--- src/rtl/ls_pkg.sv ---
`default_nettype none
// ============================================================================
// Module   : ls_pkg
// Brief    : Shared load/store types, access-size encodings and helpers.
// Revision : 1.0 - initial release
// ============================================================================
package ls_pkg;

    localparam int c_ROB_W = 7;
    localparam int c_SQ_W  = 5;

    typedef logic [3:0]         ls_size_t;
    typedef logic [c_ROB_W-1:0] rob_id_t;
    typedef logic [c_SQ_W-1:0]  sq_id_t;

    localparam ls_size_t c_SIZE_B = 4'b0001;
    localparam ls_size_t c_SIZE_H = 4'b0010;
    localparam ls_size_t c_SIZE_W = 4'b0100;
    localparam ls_size_t c_SIZE_D = 4'b1000;

    // The MSB is the wrap bit: differing wrap bits flip the index ordering.
    function automatic logic rob_younger(input rob_id_t a, input rob_id_t b);
        logic [c_ROB_W-2:0] a_idx;
        logic [c_ROB_W-2:0] b_idx;
        a_idx = a[c_ROB_W-2:0];
        b_idx = b[c_ROB_W-2:0];
        if (a[c_ROB_W-1] ^ b[c_ROB_W-1]) begin
            return a_idx < b_idx;
        end
        return a_idx > b_idx;
    endfunction

    function automatic logic ls_misaligned(input logic [2:0] addr, input ls_size_t size);
        return ((size == c_SIZE_H) && addr[0])
            || ((size == c_SIZE_W) && (addr[1:0] != 2'b00))
            || ((size == c_SIZE_D) && (addr != 3'b000));
    endfunction

endpackage
`default_nettype wire

--- src/rtl/ls_agu_if.sv ---
`default_nettype none
// ============================================================================
// Module   : ls_agu_if
// Brief    : Issue, AGU-result and flush signal bundle for the load/store AGU.
// Revision : 1.0 - initial release
// ============================================================================
interface ls_agu_if #(
    parameter int XLEN   = 64,
    parameter int PREG_W = 6,
    parameter int ROB_W  = 7,
    parameter int SQ_W   = 5
);
    logic              issue_load0_valid;
    logic              issue_load0_ready;
    logic [PREG_W-1:0] issue_load0_prd;
    logic [XLEN-1:0]   issue_load0_imm;
    logic              issue_load0_is_unsigned;
    logic [3:0]        issue_load0_ls_size;
    logic [ROB_W-1:0]  issue_load0_robid;
    logic [XLEN-1:0]   load0_src1_data;

    logic              issue_st0_valid;
    logic              issue_st0_ready;
    logic [XLEN-1:0]   issue_st0_imm;
    logic [3:0]        issue_st0_ls_size;
    logic [ROB_W-1:0]  issue_st0_robid;
    logic [SQ_W-1:0]   issue_st0_sqid;
    logic [XLEN-1:0]   st0_src1_data;
    logic [XLEN-1:0]   st0_src2_data;

    logic              agu_load0_valid;
    logic              agu_load0_ready;
    logic [XLEN-1:0]   agu_load0_vaddr;
    logic [PREG_W-1:0] agu_load0_prd;
    logic [3:0]        agu_load0_size;
    logic              agu_load0_is_unsigned;
    logic [ROB_W-1:0]  agu_load0_robid;
    logic              agu_load0_misaligned;

    logic              agu_st0_valid;
    logic              agu_st0_ready;
    logic [XLEN-1:0]   agu_st0_vaddr;
    logic [XLEN-1:0]   agu_st0_wdata;
    logic [3:0]        agu_st0_size;
    logic [ROB_W-1:0]  agu_st0_robid;
    logic [SQ_W-1:0]   agu_st0_sqid;
    logic              agu_st0_misaligned;

    logic              flush_valid;
    logic [ROB_W-1:0]  flush_robid;
    logic [31:0]       agu_pmu_stall_cycle_cnt;

    modport slave (
        input  issue_load0_valid, issue_load0_prd, issue_load0_imm, issue_load0_is_unsigned,
               issue_load0_ls_size, issue_load0_robid, load0_src1_data,
               issue_st0_valid, issue_st0_imm, issue_st0_ls_size, issue_st0_robid,
               issue_st0_sqid, st0_src1_data, st0_src2_data,
               agu_load0_ready, agu_st0_ready, flush_valid, flush_robid,
        output issue_load0_ready, issue_st0_ready,
               agu_load0_valid, agu_load0_vaddr, agu_load0_prd, agu_load0_size,
               agu_load0_is_unsigned, agu_load0_robid, agu_load0_misaligned,
               agu_st0_valid, agu_st0_vaddr, agu_st0_wdata, agu_st0_size,
               agu_st0_robid, agu_st0_sqid, agu_st0_misaligned,
               agu_pmu_stall_cycle_cnt
    );

    modport master (
        output issue_load0_valid, issue_load0_prd, issue_load0_imm, issue_load0_is_unsigned,
               issue_load0_ls_size, issue_load0_robid, load0_src1_data,
               issue_st0_valid, issue_st0_imm, issue_st0_ls_size, issue_st0_robid,
               issue_st0_sqid, st0_src1_data, st0_src2_data,
               agu_load0_ready, agu_st0_ready, flush_valid, flush_robid,
        input  issue_load0_ready, issue_st0_ready,
               agu_load0_valid, agu_load0_vaddr, agu_load0_prd, agu_load0_size,
               agu_load0_is_unsigned, agu_load0_robid, agu_load0_misaligned,
               agu_st0_valid, agu_st0_vaddr, agu_st0_wdata, agu_st0_size,
               agu_st0_robid, agu_st0_sqid, agu_st0_misaligned,
               agu_pmu_stall_cycle_cnt
    );

endinterface
`default_nettype wire

--- src/rtl/agu_slot.sv ---
`default_nettype none
// ============================================================================
// Module   : agu_slot
// Brief    : One-entry AGU result register with address add, misalign check
//            and flush kill; opaque payload carries port-specific sideband.
// Revision : 1.0 - initial release
// ============================================================================
module agu_slot
    import ls_pkg::*;
#(
    parameter int XLEN      = 64,
    parameter int ROB_W     = 7,
    parameter int PAYLOAD_W = 1
) (
    input  wire                  clk,
    input  wire                  rst_n,
    input  wire                  i_valid,
    output logic                 o_ready,
    input  wire [XLEN-1:0]       i_src1,
    input  wire [XLEN-1:0]       i_imm,
    input  wire [3:0]            i_size,
    input  wire [ROB_W-1:0]      i_robid,
    input  wire [PAYLOAD_W-1:0]  i_payload,
    input  wire                  i_flush_valid,
    input  wire [ROB_W-1:0]      i_flush_robid,
    input  wire                  i_out_ready,
    output logic                 o_valid,
    output logic [XLEN-1:0]      o_vaddr,
    output logic [3:0]           o_size,
    output logic [ROB_W-1:0]     o_robid,
    output logic                 o_misaligned,
    output logic [PAYLOAD_W-1:0] o_payload
);

    logic                 r_valid;
    logic [XLEN-1:0]      r_vaddr;
    ls_size_t             r_size;
    logic [ROB_W-1:0]     r_robid;
    logic                 r_misaligned;
    logic [PAYLOAD_W-1:0] r_payload;

    logic            w_ready;
    logic            w_fire;
    logic            w_in_kill;
    logic            w_held_kill;
    logic [XLEN-1:0] w_vaddr;

    assign w_ready     = !r_valid || i_out_ready;
    assign w_fire      = i_valid && w_ready;
    assign w_vaddr     = i_src1 + i_imm;
    assign w_in_kill   = i_flush_valid && rob_younger(rob_id_t'(i_robid), rob_id_t'(i_flush_robid));
    assign w_held_kill = i_flush_valid && rob_younger(rob_id_t'(r_robid), rob_id_t'(i_flush_robid));

    // A killed incoming op still completes the handshake; only its valid is dropped.
    always_ff @(posedge clk) begin
        if (!rst_n) begin
            r_valid      <= 1'b0;
            r_vaddr      <= '0;
            r_size       <= '0;
            r_robid      <= '0;
            r_misaligned <= 1'b0;
            r_payload    <= '0;
        end else if (w_fire) begin
            r_valid      <= !w_in_kill;
            r_vaddr      <= w_vaddr;
            r_size       <= i_size;
            r_robid      <= i_robid;
            r_misaligned <= ls_misaligned(w_vaddr[2:0], i_size);
            r_payload    <= i_payload;
        end else if (r_valid && (i_out_ready || w_held_kill)) begin
            r_valid      <= 1'b0;
        end
    end

    assign o_ready      = w_ready;
    assign o_valid      = r_valid;
    assign o_vaddr      = r_vaddr;
    assign o_size       = r_size;
    assign o_robid      = r_robid;
    assign o_misaligned = r_misaligned;
    assign o_payload    = r_payload;

endmodule
`default_nettype wire

--- src/rtl/ls_agu.sv ---
`default_nettype none
// ============================================================================
// Module   : ls_agu
// Brief    : Load/store address generation: one load slot, one store slot,
//            flush squash and an issue-stall performance counter.
// Revision : 1.0 - initial release
// ============================================================================
module ls_agu
    import ls_pkg::*;
#(
    parameter int XLEN   = 64,
    parameter int PREG_W = 6,
    parameter int ROB_W  = 7,
    parameter int SQ_W   = 5
) (
    input  wire    clock,
    input  wire    reset_n,
    ls_agu_if.slave bus
);

    localparam int c_LD_PAY_W = PREG_W + 1;
    localparam int c_ST_PAY_W = XLEN + SQ_W;

    logic                  w_ld_ready;
    logic                  w_st_ready;
    logic                  w_ld_stall;
    logic                  w_st_stall;
    logic [c_LD_PAY_W-1:0] w_ld_pay_in;
    logic [c_LD_PAY_W-1:0] w_ld_pay_out;
    logic [c_ST_PAY_W-1:0] w_st_pay_in;
    logic [c_ST_PAY_W-1:0] w_st_pay_out;
    logic [31:0]           r_pmu_cnt;

    assign w_ld_pay_in = {bus.issue_load0_prd, bus.issue_load0_is_unsigned};
    assign w_st_pay_in = {bus.st0_src2_data, bus.issue_st0_sqid};

    agu_slot #(
        .XLEN      (XLEN),
        .ROB_W     (ROB_W),
        .PAYLOAD_W (c_LD_PAY_W)
    ) u_ld_slot (
        .clk           (clock),
        .rst_n         (reset_n),
        .i_valid       (bus.issue_load0_valid),
        .o_ready       (w_ld_ready),
        .i_src1        (bus.load0_src1_data),
        .i_imm         (bus.issue_load0_imm),
        .i_size        (bus.issue_load0_ls_size),
        .i_robid       (bus.issue_load0_robid),
        .i_payload     (w_ld_pay_in),
        .i_flush_valid (bus.flush_valid),
        .i_flush_robid (bus.flush_robid),
        .i_out_ready   (bus.agu_load0_ready),
        .o_valid       (bus.agu_load0_valid),
        .o_vaddr       (bus.agu_load0_vaddr),
        .o_size        (bus.agu_load0_size),
        .o_robid       (bus.agu_load0_robid),
        .o_misaligned  (bus.agu_load0_misaligned),
        .o_payload     (w_ld_pay_out)
    );

    agu_slot #(
        .XLEN      (XLEN),
        .ROB_W     (ROB_W),
        .PAYLOAD_W (c_ST_PAY_W)
    ) u_st_slot (
        .clk           (clock),
        .rst_n         (reset_n),
        .i_valid       (bus.issue_st0_valid),
        .o_ready       (w_st_ready),
        .i_src1        (bus.st0_src1_data),
        .i_imm         (bus.issue_st0_imm),
        .i_size        (bus.issue_st0_ls_size),
        .i_robid       (bus.issue_st0_robid),
        .i_payload     (w_st_pay_in),
        .i_flush_valid (bus.flush_valid),
        .i_flush_robid (bus.flush_robid),
        .i_out_ready   (bus.agu_st0_ready),
        .o_valid       (bus.agu_st0_valid),
        .o_vaddr       (bus.agu_st0_vaddr),
        .o_size        (bus.agu_st0_size),
        .o_robid       (bus.agu_st0_robid),
        .o_misaligned  (bus.agu_st0_misaligned),
        .o_payload     (w_st_pay_out)
    );

    assign bus.issue_load0_ready     = w_ld_ready;
    assign bus.issue_st0_ready       = w_st_ready;
    assign bus.agu_load0_prd         = w_ld_pay_out[c_LD_PAY_W-1:1];
    assign bus.agu_load0_is_unsigned = w_ld_pay_out[0];
    assign bus.agu_st0_wdata         = w_st_pay_out[c_ST_PAY_W-1:SQ_W];
    assign bus.agu_st0_sqid          = w_st_pay_out[SQ_W-1:0];

    assign w_ld_stall = bus.issue_load0_valid && !w_ld_ready;
    assign w_st_stall = bus.issue_st0_valid && !w_st_ready;

    always_ff @(posedge clock) begin
        if (!reset_n) begin
            r_pmu_cnt <= '0;
        end else begin
            r_pmu_cnt <= r_pmu_cnt + 32'(w_ld_stall) + 32'(w_st_stall);
        end
    end

    assign bus.agu_pmu_stall_cycle_cnt = r_pmu_cnt;

endmodule
`default_nettype wire
--- src/flat_wrapper.sv ---
// flat-port wrapper written by rule: the top's interface ports become plain ports
module ls_agu_flat import ls_pkg::*;
#(
    parameter int XLEN   = 64,
    parameter int PREG_W = 6,
    parameter int ROB_W  = 7,
    parameter int SQ_W   = 5
)
  (clock, reset_n, bus_issue_load0_valid, bus_issue_load0_prd, bus_issue_load0_imm, bus_issue_load0_is_unsigned, bus_issue_load0_ls_size, bus_issue_load0_robid, bus_load0_src1_data, bus_issue_st0_valid, bus_issue_st0_imm, bus_issue_st0_ls_size, bus_issue_st0_robid, bus_issue_st0_sqid, bus_st0_src1_data, bus_st0_src2_data, bus_agu_load0_ready, bus_agu_st0_ready, bus_flush_valid, bus_flush_robid, bus_issue_load0_ready, bus_issue_st0_ready, bus_agu_load0_valid, bus_agu_load0_vaddr, bus_agu_load0_prd, bus_agu_load0_size, bus_agu_load0_is_unsigned, bus_agu_load0_robid, bus_agu_load0_misaligned, bus_agu_st0_valid, bus_agu_st0_vaddr, bus_agu_st0_wdata, bus_agu_st0_size, bus_agu_st0_robid, bus_agu_st0_sqid, bus_agu_st0_misaligned, bus_agu_pmu_stall_cycle_cnt);
  ls_agu_if #(.XLEN(XLEN), .PREG_W(PREG_W), .ROB_W(ROB_W), .SQ_W(SQ_W)) bus_i ();
  input  wire clock;
  input  wire reset_n;
  input wire logic [$bits(bus_i.issue_load0_valid)-1:0] bus_issue_load0_valid;
  input wire logic [$bits(bus_i.issue_load0_prd)-1:0] bus_issue_load0_prd;
  input wire logic [$bits(bus_i.issue_load0_imm)-1:0] bus_issue_load0_imm;
  input wire logic [$bits(bus_i.issue_load0_is_unsigned)-1:0] bus_issue_load0_is_unsigned;
  input wire logic [$bits(bus_i.issue_load0_ls_size)-1:0] bus_issue_load0_ls_size;
  input wire logic [$bits(bus_i.issue_load0_robid)-1:0] bus_issue_load0_robid;
  input wire logic [$bits(bus_i.load0_src1_data)-1:0] bus_load0_src1_data;
  input wire logic [$bits(bus_i.issue_st0_valid)-1:0] bus_issue_st0_valid;
  input wire logic [$bits(bus_i.issue_st0_imm)-1:0] bus_issue_st0_imm;
  input wire logic [$bits(bus_i.issue_st0_ls_size)-1:0] bus_issue_st0_ls_size;
  input wire logic [$bits(bus_i.issue_st0_robid)-1:0] bus_issue_st0_robid;
  input wire logic [$bits(bus_i.issue_st0_sqid)-1:0] bus_issue_st0_sqid;
  input wire logic [$bits(bus_i.st0_src1_data)-1:0] bus_st0_src1_data;
  input wire logic [$bits(bus_i.st0_src2_data)-1:0] bus_st0_src2_data;
  input wire logic [$bits(bus_i.agu_load0_ready)-1:0] bus_agu_load0_ready;
  input wire logic [$bits(bus_i.agu_st0_ready)-1:0] bus_agu_st0_ready;
  input wire logic [$bits(bus_i.flush_valid)-1:0] bus_flush_valid;
  input wire logic [$bits(bus_i.flush_robid)-1:0] bus_flush_robid;
  output wire logic [$bits(bus_i.issue_load0_ready)-1:0] bus_issue_load0_ready;
  output wire logic [$bits(bus_i.issue_st0_ready)-1:0] bus_issue_st0_ready;
  output wire logic [$bits(bus_i.agu_load0_valid)-1:0] bus_agu_load0_valid;
  output wire logic [$bits(bus_i.agu_load0_vaddr)-1:0] bus_agu_load0_vaddr;
  output wire logic [$bits(bus_i.agu_load0_prd)-1:0] bus_agu_load0_prd;
  output wire logic [$bits(bus_i.agu_load0_size)-1:0] bus_agu_load0_size;
  output wire logic [$bits(bus_i.agu_load0_is_unsigned)-1:0] bus_agu_load0_is_unsigned;
  output wire logic [$bits(bus_i.agu_load0_robid)-1:0] bus_agu_load0_robid;
  output wire logic [$bits(bus_i.agu_load0_misaligned)-1:0] bus_agu_load0_misaligned;
  output wire logic [$bits(bus_i.agu_st0_valid)-1:0] bus_agu_st0_valid;
  output wire logic [$bits(bus_i.agu_st0_vaddr)-1:0] bus_agu_st0_vaddr;
  output wire logic [$bits(bus_i.agu_st0_wdata)-1:0] bus_agu_st0_wdata;
  output wire logic [$bits(bus_i.agu_st0_size)-1:0] bus_agu_st0_size;
  output wire logic [$bits(bus_i.agu_st0_robid)-1:0] bus_agu_st0_robid;
  output wire logic [$bits(bus_i.agu_st0_sqid)-1:0] bus_agu_st0_sqid;
  output wire logic [$bits(bus_i.agu_st0_misaligned)-1:0] bus_agu_st0_misaligned;
  output wire logic [$bits(bus_i.agu_pmu_stall_cycle_cnt)-1:0] bus_agu_pmu_stall_cycle_cnt;
  assign bus_i.issue_load0_valid = bus_issue_load0_valid;
  assign bus_i.issue_load0_prd = bus_issue_load0_prd;
  assign bus_i.issue_load0_imm = bus_issue_load0_imm;
  assign bus_i.issue_load0_is_unsigned = bus_issue_load0_is_unsigned;
  assign bus_i.issue_load0_ls_size = bus_issue_load0_ls_size;
  assign bus_i.issue_load0_robid = bus_issue_load0_robid;
  assign bus_i.load0_src1_data = bus_load0_src1_data;
  assign bus_i.issue_st0_valid = bus_issue_st0_valid;
  assign bus_i.issue_st0_imm = bus_issue_st0_imm;
  assign bus_i.issue_st0_ls_size = bus_issue_st0_ls_size;
  assign bus_i.issue_st0_robid = bus_issue_st0_robid;
  assign bus_i.issue_st0_sqid = bus_issue_st0_sqid;
  assign bus_i.st0_src1_data = bus_st0_src1_data;
  assign bus_i.st0_src2_data = bus_st0_src2_data;
  assign bus_i.agu_load0_ready = bus_agu_load0_ready;
  assign bus_i.agu_st0_ready = bus_agu_st0_ready;
  assign bus_i.flush_valid = bus_flush_valid;
  assign bus_i.flush_robid = bus_flush_robid;
  assign bus_issue_load0_ready = bus_i.issue_load0_ready;
  assign bus_issue_st0_ready = bus_i.issue_st0_ready;
  assign bus_agu_load0_valid = bus_i.agu_load0_valid;
  assign bus_agu_load0_vaddr = bus_i.agu_load0_vaddr;
  assign bus_agu_load0_prd = bus_i.agu_load0_prd;
  assign bus_agu_load0_size = bus_i.agu_load0_size;
  assign bus_agu_load0_is_unsigned = bus_i.agu_load0_is_unsigned;
  assign bus_agu_load0_robid = bus_i.agu_load0_robid;
  assign bus_agu_load0_misaligned = bus_i.agu_load0_misaligned;
  assign bus_agu_st0_valid = bus_i.agu_st0_valid;
  assign bus_agu_st0_vaddr = bus_i.agu_st0_vaddr;
  assign bus_agu_st0_wdata = bus_i.agu_st0_wdata;
  assign bus_agu_st0_size = bus_i.agu_st0_size;
  assign bus_agu_st0_robid = bus_i.agu_st0_robid;
  assign bus_agu_st0_sqid = bus_i.agu_st0_sqid;
  assign bus_agu_st0_misaligned = bus_i.agu_st0_misaligned;
  assign bus_agu_pmu_stall_cycle_cnt = bus_i.agu_pmu_stall_cycle_cnt;
  ls_agu #(.XLEN(XLEN), .PREG_W(PREG_W), .ROB_W(ROB_W), .SQ_W(SQ_W)) u_core (.clock(clock), .reset_n(reset_n), .bus(bus_i));
endmodule
--- config.mk ---
export PLATFORM = sky130hd
export DESIGN_NAME = ls_agu_flat
export DESIGN_NICKNAME = d
export VERILOG_FILES = /design/src/rtl/ls_pkg.sv /design/src/rtl/ls_agu_if.sv /design/src/rtl/agu_slot.sv /design/src/rtl/ls_agu.sv /design/src/flat_wrapper.sv
export SDC_FILE = /design/constraint.sdc
export NUM_CORES = 1
export LEC_CHECK = 0
export CORE_AREA = 2 2 245 247
export CTS_CLUSTER_DIAMETER = 40
export DETAILED_ROUTE_END_ITERATION = 8
export DIE_AREA = 0 0 247 249
export GPL_TIMING_DRIVEN = 0
export MAX_ROUTING_LAYER = met4
export PLACE_DENSITY_LB_ADDON = 0.12
export SYNTH_ARGS = -nofsm -noshare
export SYNTH_HDL_FRONTEND = slang
export SYNTH_SLANG_ARGS = --single-unit
--- constraint.sdc ---
create_clock -name clock -period 5.2 [get_ports clock]
set_clock_uncertainty 0.15 [all_clocks]
set_input_delay 0.52 -clock clock [delete_from_list [all_inputs] [get_ports clock]]
set_output_delay 0.52 -clock clock [all_outputs]
set_load 0.1 [all_outputs]
==> impl_metrics.ini <==
[timing]
worstMarginPinSlew_ps = 1166
maxSlewHeadroom = 0.2200
fin_crit_sh = 0.7809
hold_viol = 0
setup_viol = 0
fin_tns_setup_ps = 0
fmax_mhz = 246.3
slew_violations = 0
rsz0062_at_grt = false
fin_crit_ps = 4061

[synth]
synth_nets = 2844
synth_top_area_cell = dfxtp_1
async_flop_share = 0
synth_edf_count = 0
synth_top_family_by_area = compound AO/OA/AOI/OAI gates
synthAdderAreaFrac = 0.1126
synth_top_area_share = 0.3030
syn_area_sq_um = 17310
yosysSeqAreaShare = 0.3030
synth_warnings = 0
syn_inst = 2322
synth-compound-area-share = 0.2548
synth.area.top_cells = dfxtp_1, ha_1, nand2_1, a21oi_1, xnor2_1
synth-simple-area-share = 0.2168
synth-xor-area-share = 0.06779
synth_cell_types = 77
synthFlopType = dfxtp_1
avgSynthCellArea_sq_um = 7.455
synth_mux_area_frac = 0.005782
synth-seq-cells = 262

[cts]
ctsResizeCount = 0
clk_latency_ps = 630
cts_made_buffers = 58
root_buffer = clkbuf_16
clockBufferDepth = 3
cts_sinks = 262
holdBufCountCts = 0
cts_tree = yes
cts.reportedPaths.clkPinSlew_ps = 50
post_cts_buffers = 0
htree_num_levels = 2

[critical_path]
start_kind = primary input
cp-end-kind = register
path_max_fanout = 4
cp.required_ps = 5530
path_class = primary input to register
cp.arrival_ps = 4390
reg2reg_setup_slack_ps = 1180

[pwr]
powerDensity_nw_per_um2 = 353.4
p_leak_uw = 0.01054
vdd_drop_max_v = 0.0003274

[floorplan]
coreArea_sq_um = 58690
dieArea_sq_um = 61500
fp.dieW_um = 247
io_pins = 632
die_h_um = 249
rows = 89
initial_utilization = 0.2950

[global_routing]
grt_pass1_wl_um = 119800
grt_usage = 0.2597
grt_max_degree = 18
antenna_found_initial = 18
gr-total-overflow = 0
grt_pass1_vias = 19950

[run_status]
status = complete, no violations

[placement]
io_buffers = 631
dp_hpwl_um = 66220
placed_cells = 3726
gp_routability_congestion = 0.9264

[detailed_routing]
vias = 19790
drt-vias-per-instance = 5.136
postRouteAntennaNets = 0
drc = 0
detail_route.wl_per_cell_um = 20.85
wl_um = 80350
drtIter0Drc = 1107
drt_pass1_iterations = 5

[finish]
syn_to_final_growth_pct = 54.31
nNetsFinal = 3535
drive_above_1_share = 0.04505
final_cell_count_no_fill = 3854
final_core_util = 0.4552

[run]
maxCapViolCount = 0

[hold_path]
hp-class = primary input to register
-- placed cells by master (no fill, tap or decap), types with 18 or more instances in the layout --
| cell type | n |
|---|---|
| clkdlybuf4s50_1 | 631 |
| nand2_1 | 484 |
| a21oi_1 | 350 |
| dfxtp_1 | 262 |
| ha_1 | 151 |
| nor2_1 | 138 |
| o21ai_0 | 109 |
| clkbuf_1 | 106 |
| xnor2_1 | 79 |
| a21o_1 | 65 |
| nand3_1 | 64 |
| clkbuf_16 | 58 |
| inv_1 | 56 |
| xor2_1 | 55 |
| nand4_1 | 48 |
| o21bai_1 | 37 |
| and3_1 | 26 |
| a31oi_1 | 25 |
| nor3_1 | 23 |
| o21a_1 | 21 |
| diode_2 | 18 |
-- report_power, final --
group / internal, uW / switching (uW) / leakage (uW)
sequential: 2170 / 91.9 / 0.00215
clock: 2470 / 1400 / 0.000986
combinational: 1030 / 2280 / 0.00740
-- state kept, by name, indices dropped and copies added, names as in the netlist --
register,cells
u_core.u_ld_slot.o_valid,1
u_core.bus.agu_pmu_stall_cycle_cnt,32
u_core.u_ld_slot.o_vaddr,64
u_core.u_ld_slot.o_robid,7
u_core.u_st_slot.o_valid,1
u_core.u_ld_slot.o_payload,7
u_core.u_st_slot.o_vaddr,64
u_core.u_st_slot.o_robid,7
u_core.u_st_slot.o_size,4
u_core.u_ld_slot.o_misaligned,1
u_core.u_ld_slot.o_size,4
u_core.u_st_slot.o_misaligned,1
u_core.u_st_slot.o_payload,69
-- per-layer routing --
metal | GRT usage | part of all wire | vias up
li1 | - | - | 9668
met1 | 0.3031 | 0.41 | 9327
met2 | 0.4244 | 0.47 | 672
met3 | 0.06464 | 0.078 | 127
met4 | 0.1041 | 0.036 | 0
met5 | - | 0 | -
-- cells in the mapped netlist (8+ instances only) --
library cell / instances
o211ai_1: 12
mux2i_1: 10
nor2b_1: 11
a21o_1: 65
dfxtp_1: 262
or3_1: 12
and2_1: 14
ha_1: 151
o21ai_0: 109
xnor2_1: 79
nand3_1: 64
clkbuf_1: 103
a211oi_1: 15
nor2_1: 138
a21boi_0: 8
a221oi_1: 10
a31oi_1: 25
nand4_1: 48
xor2_1: 55
and3_1: 26
buf_1: 11
inv_1: 56
nor4_1: 9
nor3_1: 23
o21bai_1: 37
a21oi_1: 350
o31ai_1: 10
o21a_1: 21
nand2_1: 484
-- final cells by class --
type / count / area [sq um]
multi-input combinational: 1883 / 11390
inverter: 57 / 214.0
timing repair buffer: 631 / 6316
sequential: 262 / 5245
clock inverter: 44 / 541.8
buffer: 120 / 464.2
fill: 5857 / 31970
clock buffer: 66 / 1531
tap: 773 / 967.2
antenna: 18 / 45.04
-- logic make-up (layout without fill, tap and decap cells) --
logic type,Yosys count,count (layout)
fa+ha+maj,154,154
buf+inv,177,918
flops,262,262
xor+xnor,134,134
simple gates,859,859
mux,10,10
compound gates,726,726
other cells,0,18
-- worst paths after layout --
check                                            start                                                end  cells past startpoint
min                              bus_st0_src2_data[52]        u_core.u_st_slot.o_payload[57]$_SDFFE_PN0P_                      3
max                             bus_load0_src1_data[0]          u_core.u_ld_slot.o_vaddr[56]$_SDFFE_PN0P_                     13
max reg2reg      u_core.u_st_slot.o_valid$_SDFFE_PN0P_  u_core.bus.agu_pmu_stall_cycle_cnt[29]$_SDFF_PN0_                     12
min reg2reg  u_core.u_st_slot.o_vaddr[35]$_SDFFE_PN0P_          u_core.u_st_slot.o_vaddr[35]$_SDFFE_PN0P_                      2
-- critical path, cell delays in order --
cell             delay [ps]
clkdlybuf4s50_1         410
ha_1                    230
fa_1                    450
a211oi_2                280
o21ai_1                 100
a31oi_1                 370
nor2_1                  130
a31oi_1                 530
o21ai_2                 270
a211o_1                 370
and3_1                  170
or3_1                   310
a32o_1                  250
-- through the flow --
| stage | setup slack (ps) | hold WS, ps | cell area, sq um | power (uW) |
|---|---|---|---|---|
| final | 1139 | 286.1 | 26710 | 9441 |
| after global routing | 784.1 | 273.3 | 26710 | 9845 |
| after CTS | 1173 | 255.5 | 26670 | 9522 |
| after detailed placement | 558.0 | 294.1 | 24590 | 5596 |
| after global placement | 599.4 | 288.3 | 24590 | 5587 |
| after floorplan | 1590 | 460.2 | 17310 | 4519 |
(Power assumes the default switching activity.)
